===== src/rtl/ps2_receiver.sv =====
// PS/2 keyboard receiver: synchronizes and filters the PS/2 lines, deframes 11-bit frames
// and assembles E0/F0 prefixed scan codes into a 32-bit key event.
module ps2_receiver #(
    parameter int FILTER_LEN     = 4,
    parameter int TIMEOUT_CYCLES = 13_000
) (
    input  logic        clk,
    input  logic        rst,
    input  logic        ps2_clk,
    input  logic        ps2_data,
    output logic [31:0] keyCode,
    output logic        key_valid,
    output logic        frame_err
);

    localparam int FW = $clog2(FILTER_LEN + 1);
    localparam int TW = $clog2(TIMEOUT_CYCLES + 1);

    typedef enum logic [2:0] {
        IDLE,
        START,
        DATA,
        PARITY,
        STOP
    } state_t;

    logic          clk_s1_q, clk_s1_d, clk_s2_q, clk_s2_d;
    logic          dat_s1_q, dat_s1_d, dat_s2_q, dat_s2_d;
    logic          filt_q, filt_d;
    logic [FW-1:0] filt_cnt_q, filt_cnt_d;
    logic          fall;

    state_t        state_q, state_d;
    logic [2:0]    bit_cnt_q, bit_cnt_d;
    logic [7:0]    shift_q, shift_d;
    logic          parity_q, parity_d;
    logic [TW-1:0] to_cnt_q, to_cnt_d;
    logic          ext_q, ext_d;
    logic          rel_q, rel_d;
    logic [31:0]   key_code_q, key_code_d;
    logic          key_valid_q, key_valid_d;
    logic          frame_err_q, frame_err_d;

    always_comb begin
        clk_s1_d   = ps2_clk;
        clk_s2_d   = clk_s1_q;
        dat_s1_d   = ps2_data;
        dat_s2_d   = dat_s1_q;
        filt_d     = filt_q;
        filt_cnt_d = '0;
        // Count consecutive samples disagreeing with the filtered level; flip once the run is long enough.
        if (clk_s2_q != filt_q) begin
            if (filt_cnt_q == FW'(FILTER_LEN - 1)) begin
                filt_d = clk_s2_q;
            end else begin
                filt_cnt_d = filt_cnt_q + FW'(1);
            end
        end
        fall = filt_q & ~filt_d;
    end

    always_comb begin
        state_d     = state_q;
        bit_cnt_d   = bit_cnt_q;
        shift_d     = shift_q;
        parity_d    = parity_q;
        ext_d       = ext_q;
        rel_d       = rel_q;
        key_code_d  = key_code_q;
        key_valid_d = 1'b0;
        frame_err_d = 1'b0;

        if (fall || state_q == IDLE) begin
            to_cnt_d = '0;
        end else begin
            to_cnt_d = to_cnt_q + TW'(1);
        end

        if (fall) begin
            case (state_q)
                IDLE: begin
                    if (!dat_s2_q) begin
                        state_d   = DATA;
                        bit_cnt_d = '0;
                    end
                end
                START: begin
                    state_d   = DATA;
                    bit_cnt_d = '0;
                end
                DATA: begin
                    shift_d   = {dat_s2_q, shift_q[7:1]};
                    bit_cnt_d = bit_cnt_q + 3'd1;
                    if (bit_cnt_q == 3'd7) begin
                        state_d = PARITY;
                    end
                end
                PARITY: begin
                    parity_d = dat_s2_q;
                    state_d  = STOP;
                end
                STOP: begin
                    state_d = IDLE;
                    shift_d = '0;
                    if (dat_s2_q && (^{shift_q, parity_q})) begin
                        if (shift_q == 8'hE0) begin
                            ext_d = 1'b1;
                        end else if (shift_q == 8'hF0) begin
                            rel_d = 1'b1;
                        end else begin
                            key_code_d  = {8'h00, rel_q ? 8'hF0 : 8'h00,
                                           ext_q ? 8'hE0 : 8'h00, shift_q};
                            key_valid_d = 1'b1;
                            ext_d       = 1'b0;
                            rel_d       = 1'b0;
                        end
                    end else begin
                        frame_err_d = 1'b1;
                        ext_d       = 1'b0;
                        rel_d       = 1'b0;
                    end
                end
                default: state_d = IDLE;
            endcase
        end else if (state_q != IDLE && to_cnt_q >= TW'(TIMEOUT_CYCLES)) begin
            // Stalled frame: drop the partial byte but keep pending prefixes.
            state_d   = IDLE;
            bit_cnt_d = '0;
            shift_d   = '0;
            to_cnt_d  = '0;
        end
    end

    always_ff @(posedge clk) begin
        if (rst) begin
            clk_s1_q    <= 1'b1;
            clk_s2_q    <= 1'b1;
            dat_s1_q    <= 1'b1;
            dat_s2_q    <= 1'b1;
            filt_q      <= 1'b1;
            filt_cnt_q  <= '0;
            state_q     <= IDLE;
            bit_cnt_q   <= '0;
            shift_q     <= '0;
            parity_q    <= 1'b0;
            to_cnt_q    <= '0;
            ext_q       <= 1'b0;
            rel_q       <= 1'b0;
            key_code_q  <= '0;
            key_valid_q <= 1'b0;
            frame_err_q <= 1'b0;
        end else begin
            clk_s1_q    <= clk_s1_d;
            clk_s2_q    <= clk_s2_d;
            dat_s1_q    <= dat_s1_d;
            dat_s2_q    <= dat_s2_d;
            filt_q      <= filt_d;
            filt_cnt_q  <= filt_cnt_d;
            state_q     <= state_d;
            bit_cnt_q   <= bit_cnt_d;
            shift_q     <= shift_d;
            parity_q    <= parity_d;
            to_cnt_q    <= to_cnt_d;
            ext_q       <= ext_d;
            rel_q       <= rel_d;
            key_code_q  <= key_code_d;
            key_valid_q <= key_valid_d;
            frame_err_q <= frame_err_d;
        end
    end

    assign keyCode   = key_code_q;
    assign key_valid = key_valid_q;
    assign frame_err = frame_err_q;

endmodule

===== config.mk =====
export PLATFORM = sky130hd
export DESIGN_NAME = ps2_receiver
export DESIGN_NICKNAME = d
export VERILOG_FILES = /design/src/rtl/ps2_receiver.sv
export SDC_FILE = /design/constraint.sdc
export NUM_CORES = 1
export LEC_CHECK = 0
export ABC_AREA = 1
export CORE_MARGIN = 4
export CORE_UTILIZATION = 54
export DETAILED_ROUTE_END_ITERATION = 12
export PLACE_DENSITY_LB_ADDON = 0.3
export SLEW_MARGIN = 30
export SYNTH_ARGS = -nofsm -noshare
export SYNTH_HDL_FRONTEND = slang
export SYNTH_SLANG_ARGS = --single-unit

===== constraint.sdc =====
create_clock -name clk -period 1.76 [get_ports clk]
set_input_delay 0.352 -clock clk [delete_from_list [all_inputs] [get_ports clk]]
set_output_delay 0.352 -clock clk [all_outputs]
set_load 0.1 [all_outputs]

# Yosys cells after proc, flatten, opt, wreduce, memory -nomap -nowiden
# Cells that the tools add are included.
# classes
n_addsub	3
n_lt_le_gt_ge	1
eq_ne	15
n_mux	26
n_bitwise	8
n_reduce_logical	17
# op_table
cell	count
14-bit two-way mux	3
8-bit two-way mux	4
3-bit two-way mux	6
8-bit == test (second input constant)	2
8-bit case mux with 2 select lines	1
14-bit by 1-bit adder with 14-bit output (second input constant)	1
14-bit greater-or-equal comparator (second input constant)	1
3-bit case mux with 4 select lines	1
3-bit AND reduction	4
1-bit two-way mux	10
3-bit by 2-bit == test with 1-bit output (second input constant)	3
3-bit != test (second input constant)	3
3-bit case mux with 3 select lines	1
9-bit XOR reduction	1
1-bit inverter	7
3-bit by 1-bit adder with 3-bit output (second input constant)	2
3-bit == test (second input constant)	2
3-bit OR reduction	2
5-bit AND reduction	1
5-bit OR reduction	1
4-bit by 1-bit != test with 1-bit output (second input constant)	1
2-bit AND reduction	2
3-bit by 1-bit == test with 1-bit output (second input constant)	1
3-bit logical NOT	1
8 further kinds	9
# word_totals
ff_bits	65
in_bits	4
output_inout_bits	34

# Longest topological paths before layout
# Gate-level depths: netlist of run 1.
# logic_depth
depth_word	9
ltp_mapped	13
depth_no_buf	12

# Worst setup path after synthesis of run 1
# No wires, ideal clock.
# synth_path
path_type	register -> output
start	register keyCode[22] (netlist name)
end	output port keyCode[21]
arrival_time_ns	1.409
required_ns	1.408
path_slack_ns	-0.001
path_stages_with_launch	2
cell_sequence	dfxtp_1 > buf_4
# synth_lines
element	line_no	text
end, declared	11	output logic [31:0] keyCode,

# Worst setup path in the final report of run 1
# layout_path
start	register filt_cnt_q[0]
end	register key_code_q[2], in the netlist keyCode[2]
# layout_between
elab_chain_len	6
# layout_rtl
element	line_no	text
start, declared	30	logic [FW-1:0] filt_cnt_q, filt_cnt_d;
start signal, assigned	158	filt_cnt_q <= filt_cnt_d;
3-bit by 2-bit == test with 1-bit output	53	if (filt_cnt_q == FW'(FILTER_LEN - 1)) begin
1-bit two-way mux	53	
1-bit two-way mux	52	if (clk_s2_q != filt_q) begin
1-bit inverter	59	fall = filt_q & ~filt_d;
1-bit bitwise AND	59	
5-bit AND reduction (no source line)	--	
end signal, assigned	166	key_code_q <= key_code_d;
end, declared	40	logic [31:0] key_code_q, key_code_d;
# No other way between the ends.
# A chain may end at the register's enable or synchronous reset.

==> flow_summary.yaml, run 1 <==
worst_setup_path:
  ff2ff_path_depth: 10
  cp-start-kind: "flip-flop"
  end_kind: "flip-flop"
  crit_arrival_ps: 1860
  crit_fanout: 5
  cp_slowest_stage_delay_ps: 360
  critical_path_required_ps: 1960
  critPathKind: "flip-flop to flip-flop"
  path_cells: "ha_4 -> ha_4 -> nand2_2 -> nor2_4 -> nand2_4 -> nor2_4 -> buf_6 -> nand4_1 -> nand2_1 -> nor2_1"
  slowest_stage: "dfxtp_2"
clock_network:
  cts_buffers: 5
  cts_root_buf: "clkbuf_8"
  cts_tree: "yes"
  clk_path_buf_depth: 2
  cts.sinks: 51
  clk_latency_ps: 300
  clk_pin_slew_ps: 80
  htreeDepth: 2
floorplanning:
  fp.dieW_um: 78.2
  start_util_pct: 56.0
  fp.dieH_um: 78.2
  ios: 38
  fp-row-count: 25
  core_um2: 4750
  die_area_um2: 6120
timing:
  worst_slack_ps: 106
  setup_viol: 0
  finalHoldViolCount: 0
  min_period_over_period_pct: 94.0
  fin_skew_ps: 9.80
  period_needed_ps: 1650
  drv_slew: 0
  fmax_mhz: 605
drt:
  drt-total-wl_um: 4880
  vias_per_cell: 4.84
  first_iter_violations: 100
  drt-pass1-iter-count: 4
  wl_per_cell_um: 10.4
  num_vias: 2274
  postRouteAntennaNets: 0
  drc_errors: 0
worst_hold_path:
  hp-class: "flip-flop to flip-flop"
  holdPathStages: 1
place:
  gp_congestion: 0.821
  dpl.hpwl_um: 3560
  dpl_worst_slack_ps: 40.3
  port_buffers: 20
power_and_ir_drop:
  power_frac_seq_pct: 55.9
  vdd_drop_max_uv: 604
  p_switching_mw: 0.543
  switching_share_pct: 26.2
  clkPwrFrac_pct: 34.6
  comb_power_share_pct: 9.6
  p_int_mw: 1.53
  powerDensity_nw_per_um2: 639
  leakagePower_nw: 1.35
finish:
  nFillCells: 410
  nNetsFinal: 412
  post-route-util_pct: 68.3
  layout_common_cells: "nand2_1 (82), inv_1 (58), dfxtp_1 (42)"
  regArea_um2: 1030
  multi_input_area_um2: 1330
  num_antenna_cells: 0
  syn2layout_area_growth_pct: 22.1
  final_common_cell: "nand2_1"
  drive_gt1_share_pct: 19.1
grt:
  grt_antenna_before_repair: 0
  grt_use_total_pct: 16.6
  grt_first_pass_wirelength_um: 8310
  grt_pass1_vias: 2047
  grt.overflow.total: 0
  grt_max_degree: 22
yosys:
  synth-edff-count: 0
  synthFlopType: "dfxtp_1"
  postSynthCellCount: 377
  synth_area_um2: 2660
  seq_area_frac_synth_pct: 38.4
  async_flop_share_pct: 0
  ys_warn_count: 0
  synth.distinct_cells: 32
  ys_ff_latch: 51
  synth.avg_cell_area_um2: 7.06
run:
  drv_cap: 0
outcome:
  status: "finished clean"
-- final timing paths --
kind,from,endpoint,slack [ps]
worst max-delay path,filt_cnt_q[0],keyCode[2],110
worst min-delay path,dat_s1_q,dat_s2_q,410
worst max register to register,filt_cnt_q[0],keyCode[2],110
worst min register to register,dat_s1_q,dat_s2_q,410
-- critical path: cells and delay by family, from the launching register on --
family	cells	cell delay, ps
buffers and inverters	1	160
flip-flops	1	360
adder cells (fa/ha/maj)	2	290
AND/OR/NAND/NOR	7	750
-- layer usage --
layer	share of wire [%]	GRT usage, %	up-vias
li1	-	-	1198
met1	45	19.2	1027
met2	49	29.2	42
met3	4.1	4.01	7
met4	1.4	6.64	0
met5	0	0	-
-- power by group through the flow --
| stage | Sequential [mW] | Clock [mW] | Combinational, mW |
|---|---|---|---|
| after floorplan | 1.19 | 0 | 0.210 |
| after global placement | 1.19 | 0 | 0.196 |
| final | 1.16 | 0.718 | 0.199 |
| after global routing | 1.16 | 0.783 | 0.205 |
| after detailed placement | 1.19 | 0 | 0.196 |
| after CTS | 1.16 | 0.745 | 0.196 |
-- logic make-up (layout without fill, tap and decap cells) --
family          count (synthesis)  count (layout)  share of synthesized area, %
simple gates                  195             196                          35.0
buf+inv                        93             102                          16.9
flops                          51              51                          38.4
compound gates                 26              26                          5.08
fa+ha+maj                       6               6                          2.82
xor+xnor                        5               5                          1.65
other cells                     1              17                         0.141
-- cell usage after synthesis (2+ instances only) --
master	n	area (µm²)
nand2_2	6	37.5
nand2_1	84	315
buf_4	24	180
nor2_4	2	22.5
nand4_1	24	150
nor3_1	7	35.0
xor2_1	4	35.0
nor3b_1	2	15.0
or2_2	5	31.3
buf_2	3	15.0
buf_1	2	7.51
a21oi_1	19	95.1
nand3_1	18	90.1
inv_2	2	7.51
nor4_1	2	12.5
clkbuf_1	2	7.51
nand3_2	2	20.0
nor2_2	3	18.8
dfxtp_1	51	1020
inv_1	59	221
o21ai_0	3	15.0
nand2_4	2	22.5
a31oi_1	2	12.5
ha_1	6	75.1
nor2_1	36	135
-- flip-flops by register name, indices dropped and copies added (netlist names) --
register	cells
bit_cnt_q	3
clk_s1_q	1
clk_s2_q	1
dat_s1_q	1
dat_s2_q	1
ext_q	1
filt_cnt_q	3
filt_q	1
frame_err	1
keyCode	10
key_valid	1
parity_q	1
rel_q	1
shift_q	8
state_q	3
to_cnt_q	14
-- repair_timing --
item                                    in CTS  in global routing
gates resized for setup                      0                 25
hold buffers                                 0                  0
endpoints found under the setup margin       0                 27
setup buffers                                0                  1
-- cell type report --
cell class / count / share of cell area, %
Multi-Input combinational cell: 250 / 40.9
Inverter: 61 / 7.05
Sequential cell: 51 / 31.8
Tap cell: 67 / 2.58
Timing Repair Buffer: 33 / 14.6
Clock buffer: 8 / 3.08
-- per-stage QoR --
stage	instance area (µm²)	hold WS [ps]	total power, mW	std cells	TNS (ps)
6_report	3250	414	2.08	470	0
3_3_place_gp	3040	392	1.38	459	0
3_5_place_dp	3040	395	1.38	459	0
2_1_floorplan	2720	389	1.40	393	0
5_1_grt	3250	422	2.15	470	-44.9
4_1_cts	3140	415	2.10	467	0
(Power assumes the default switching activity.)
==> inputs of run 2 (changes only) <==
--- a/config.mk
+++ b/config.mk
@@ -7,7 +7,8 @@
 export LEC_CHECK = 0
 export ABC_AREA = 1
 export CORE_MARGIN = 4
-export CORE_UTILIZATION = 54
+export CORE_UTILIZATION = 56
+export CTS_BUF_LIST = sky130_fd_sc_hd__clkbuf_8
 export DETAILED_ROUTE_END_ITERATION = 12
 export PLACE_DENSITY_LB_ADDON = 0.3
 export SLEW_MARGIN = 30
==> run 2 against run 1 <==
Net effect: non-clock buffer count up 3; setup slack worse by 90 ps; die area down 3.2%; global-route usage rose by 2.0 points; critical endpoint is now shift_q[6]; largest cell class unchanged.
==> flow_summary.yaml, run 2 (synthesized netlist as in run 1, its figures left out) <==
outcome:
  status: "finished clean"
worst_setup_path:
  cp-start-kind: "flip-flop"
  critPathKind: "flip-flop to flip-flop"
  end_kind: "flip-flop"
  cpLargestDelayFamily: "simple AND/OR/NAND/NOR gates"
  critical_path_required_ps: 1950
  crit_arrival_ps: 1940
  critPathBufInv: 3
  cp-startpoint: "filt_cnt_q[1]"
  slowest_stage: "dfxtp_2"
  cp_slowest_stage_delay_ps: 350
  path_cells: "ha_4 -> ha_4 -> nand2_4 -> nor2_4 -> inv_4 -> buf_6 -> nor2_4 -> nand2_4 -> buf_6 -> nand4_1 -> a21oi_1"
  crit_fanout: 8
  r2r-start: "filt_cnt_q[1]"
  r2r_slack_ps: 20
finish:
  regMostFlops: "to_cnt_q"
  final_cells: 456
  largest_register_ffs: 14
  final_common_cell: "nand2_1"
  num_antenna_cells: 0
  drive_gt1_share_pct: 22.0
  nNetsFinal: 414
  layout_common_cells: "nand2_1 (78), inv_1 (58), dfxtp_1 (43)"
  syn2layout_area_growth_pct: 23.0
place:
  dpl.hpwl_um: 3850
  port_buffers: 20
  dpl.cell_count: 447
  gp_congestion: 0.869
drt:
  first_iter_violations: 144
  vias_per_cell: 5.24
  drc_errors: 0
  num_vias: 2391
  wl_per_cell_um: 12.0
  drt-pass1-iter-count: 4
  drt-total-wl_um: 5460
  postRouteAntennaNets: 0
timing:
  setup_viol: 0
  slew_headroom_pct: 65.0
  min_period_over_period_pct: 99.1
  period_needed_ps: 1740
  worst_slew_pin_slew_ps: 521
  finalHoldViolCount: 0
  fmax_mhz: 573
  drv_slew: 0
  fin_skew_ps: 7.77
  holdWs_ps: 413
grt:
  grt_pass1_vias: 2223
  grtUsageMet2_pct: 35.1
  met3_usage_pct: 4.10
  gr-usage-met1_pct: 20.3
  grt.overflow.total: 0
  gr-max-usage-layer: "met2"
  grt_max_degree: 15
  grt_use_total_pct: 18.6
  grt_antenna_before_repair: 0
  grt_first_pass_wirelength_um: 9200
floorplanning:
  fp.dieW_um: 76.9
  die_area_um2: 5920
  core_um2: 4470
  fp-row-count: 24
  ios: 38
  fp.dieH_um: 76.9
  start_util_pct: 59.5
power_and_ir_drop:
  vdd_drop_max_uv: 542
  powerDensity_nw_per_um2: 621
  leakagePower_nw: 1.38
clock_network:
  htreeDepth: 2
  clk_pin_slew_ps: 90
  cts_tree: "yes"
  clk_latency_ps: 300
  cts.sinks: 51
  clk_path_buf_depth: 2
  cts_buffers: 5
  cts_root_buf: "clkbuf_8"
worst_hold_path:
  hp-class: "flip-flop to flip-flop"
  hold_start: "clk_s1_q"
run:
  drv_cap: 0
==> run 2: cell count changes in the layout (fill, tap and decap cells not counted), sizes merged <==
| cell | before | now |
|---|---|---|
| nand3 | 21 | 20 |
| clkinv | 0 | 1 |
| clkbuf | 8 | 6 |
| buf | 30 | 33 |
==> run 2: per-layer routing <==
metal	vias to the layer above	part of all wire, %
li1	1202	-
met1	1114	40
met2	66	53
met3	9	5.0
met4	0	1.4
met5	-	0
==> run 2: cell type report <==
class	count	area (µm²)
multi-input cells	249	1360
fillers	335	1200
flip-flops and latches	51	1030
repair buffers	36	502
inverters	61	231
clock buffers	6	82.6
well taps	52	65.1
clock inverters	1	5.00
==> run 2: what timing repair did <==
item	CTS	global route
setup buffers	0	2
pin swaps	0	12
setup endpoints to repair	11	26
gates resized for setup	4	32
hold buffers	0	0
==> run 2: worst register-to-register path: cells and delay by family (launching register included) <==
| family | cells | cell delay [ps] |
|---|---|---|
| AND/OR/NAND/NOR | 5 | 570 |
| flip-flops | 1 | 350 |
| AO/OA/AOI/OAI | 1 | 90 |
| buffers and inverters | 3 | 340 |
| adder cells (fa/ha/maj) | 2 | 290 |
==> run 2: metrics by stage <==
step           power [mW]  TNS [ps]  util [%]  setup slack, ps  cell area, µm²
5_1_grt              2.11      -135      73.2            -62.1            3270
3_3_place_gp         1.38         0      68.0             96.3            3040
2_1_floorplan        1.40         0         -             16.8            2720
4_1_cts              2.05         0      70.3             13.8            3140
3_5_place_dp         1.38      -159      68.0            -31.0            3040
6_report             2.03         0      73.2             15.7            3270
==> run 2: path summary, 6_finish.rpt <==
kind                              endpoint  cells past startpoint
worst max-delay path            shift_q[6]                     11
worst min-delay path              clk_s2_q                      1
worst max register to register  shift_q[6]                     11
worst min register to register    clk_s2_q                      1
==> run 2: power breakdown <==
part / internal [mW] / leakage (nW) / switching (mW) / total (mW)
Combinational: 0.0185 / 0.913 / 0.182 / 0.200
Sequential: 1.16 / 0.416 / 0.00395 / 1.16
Clock: 0.309 / 0.0470 / 0.362 / 0.671
Total: 1.49 / 1.38 / 0.547 / 2.03
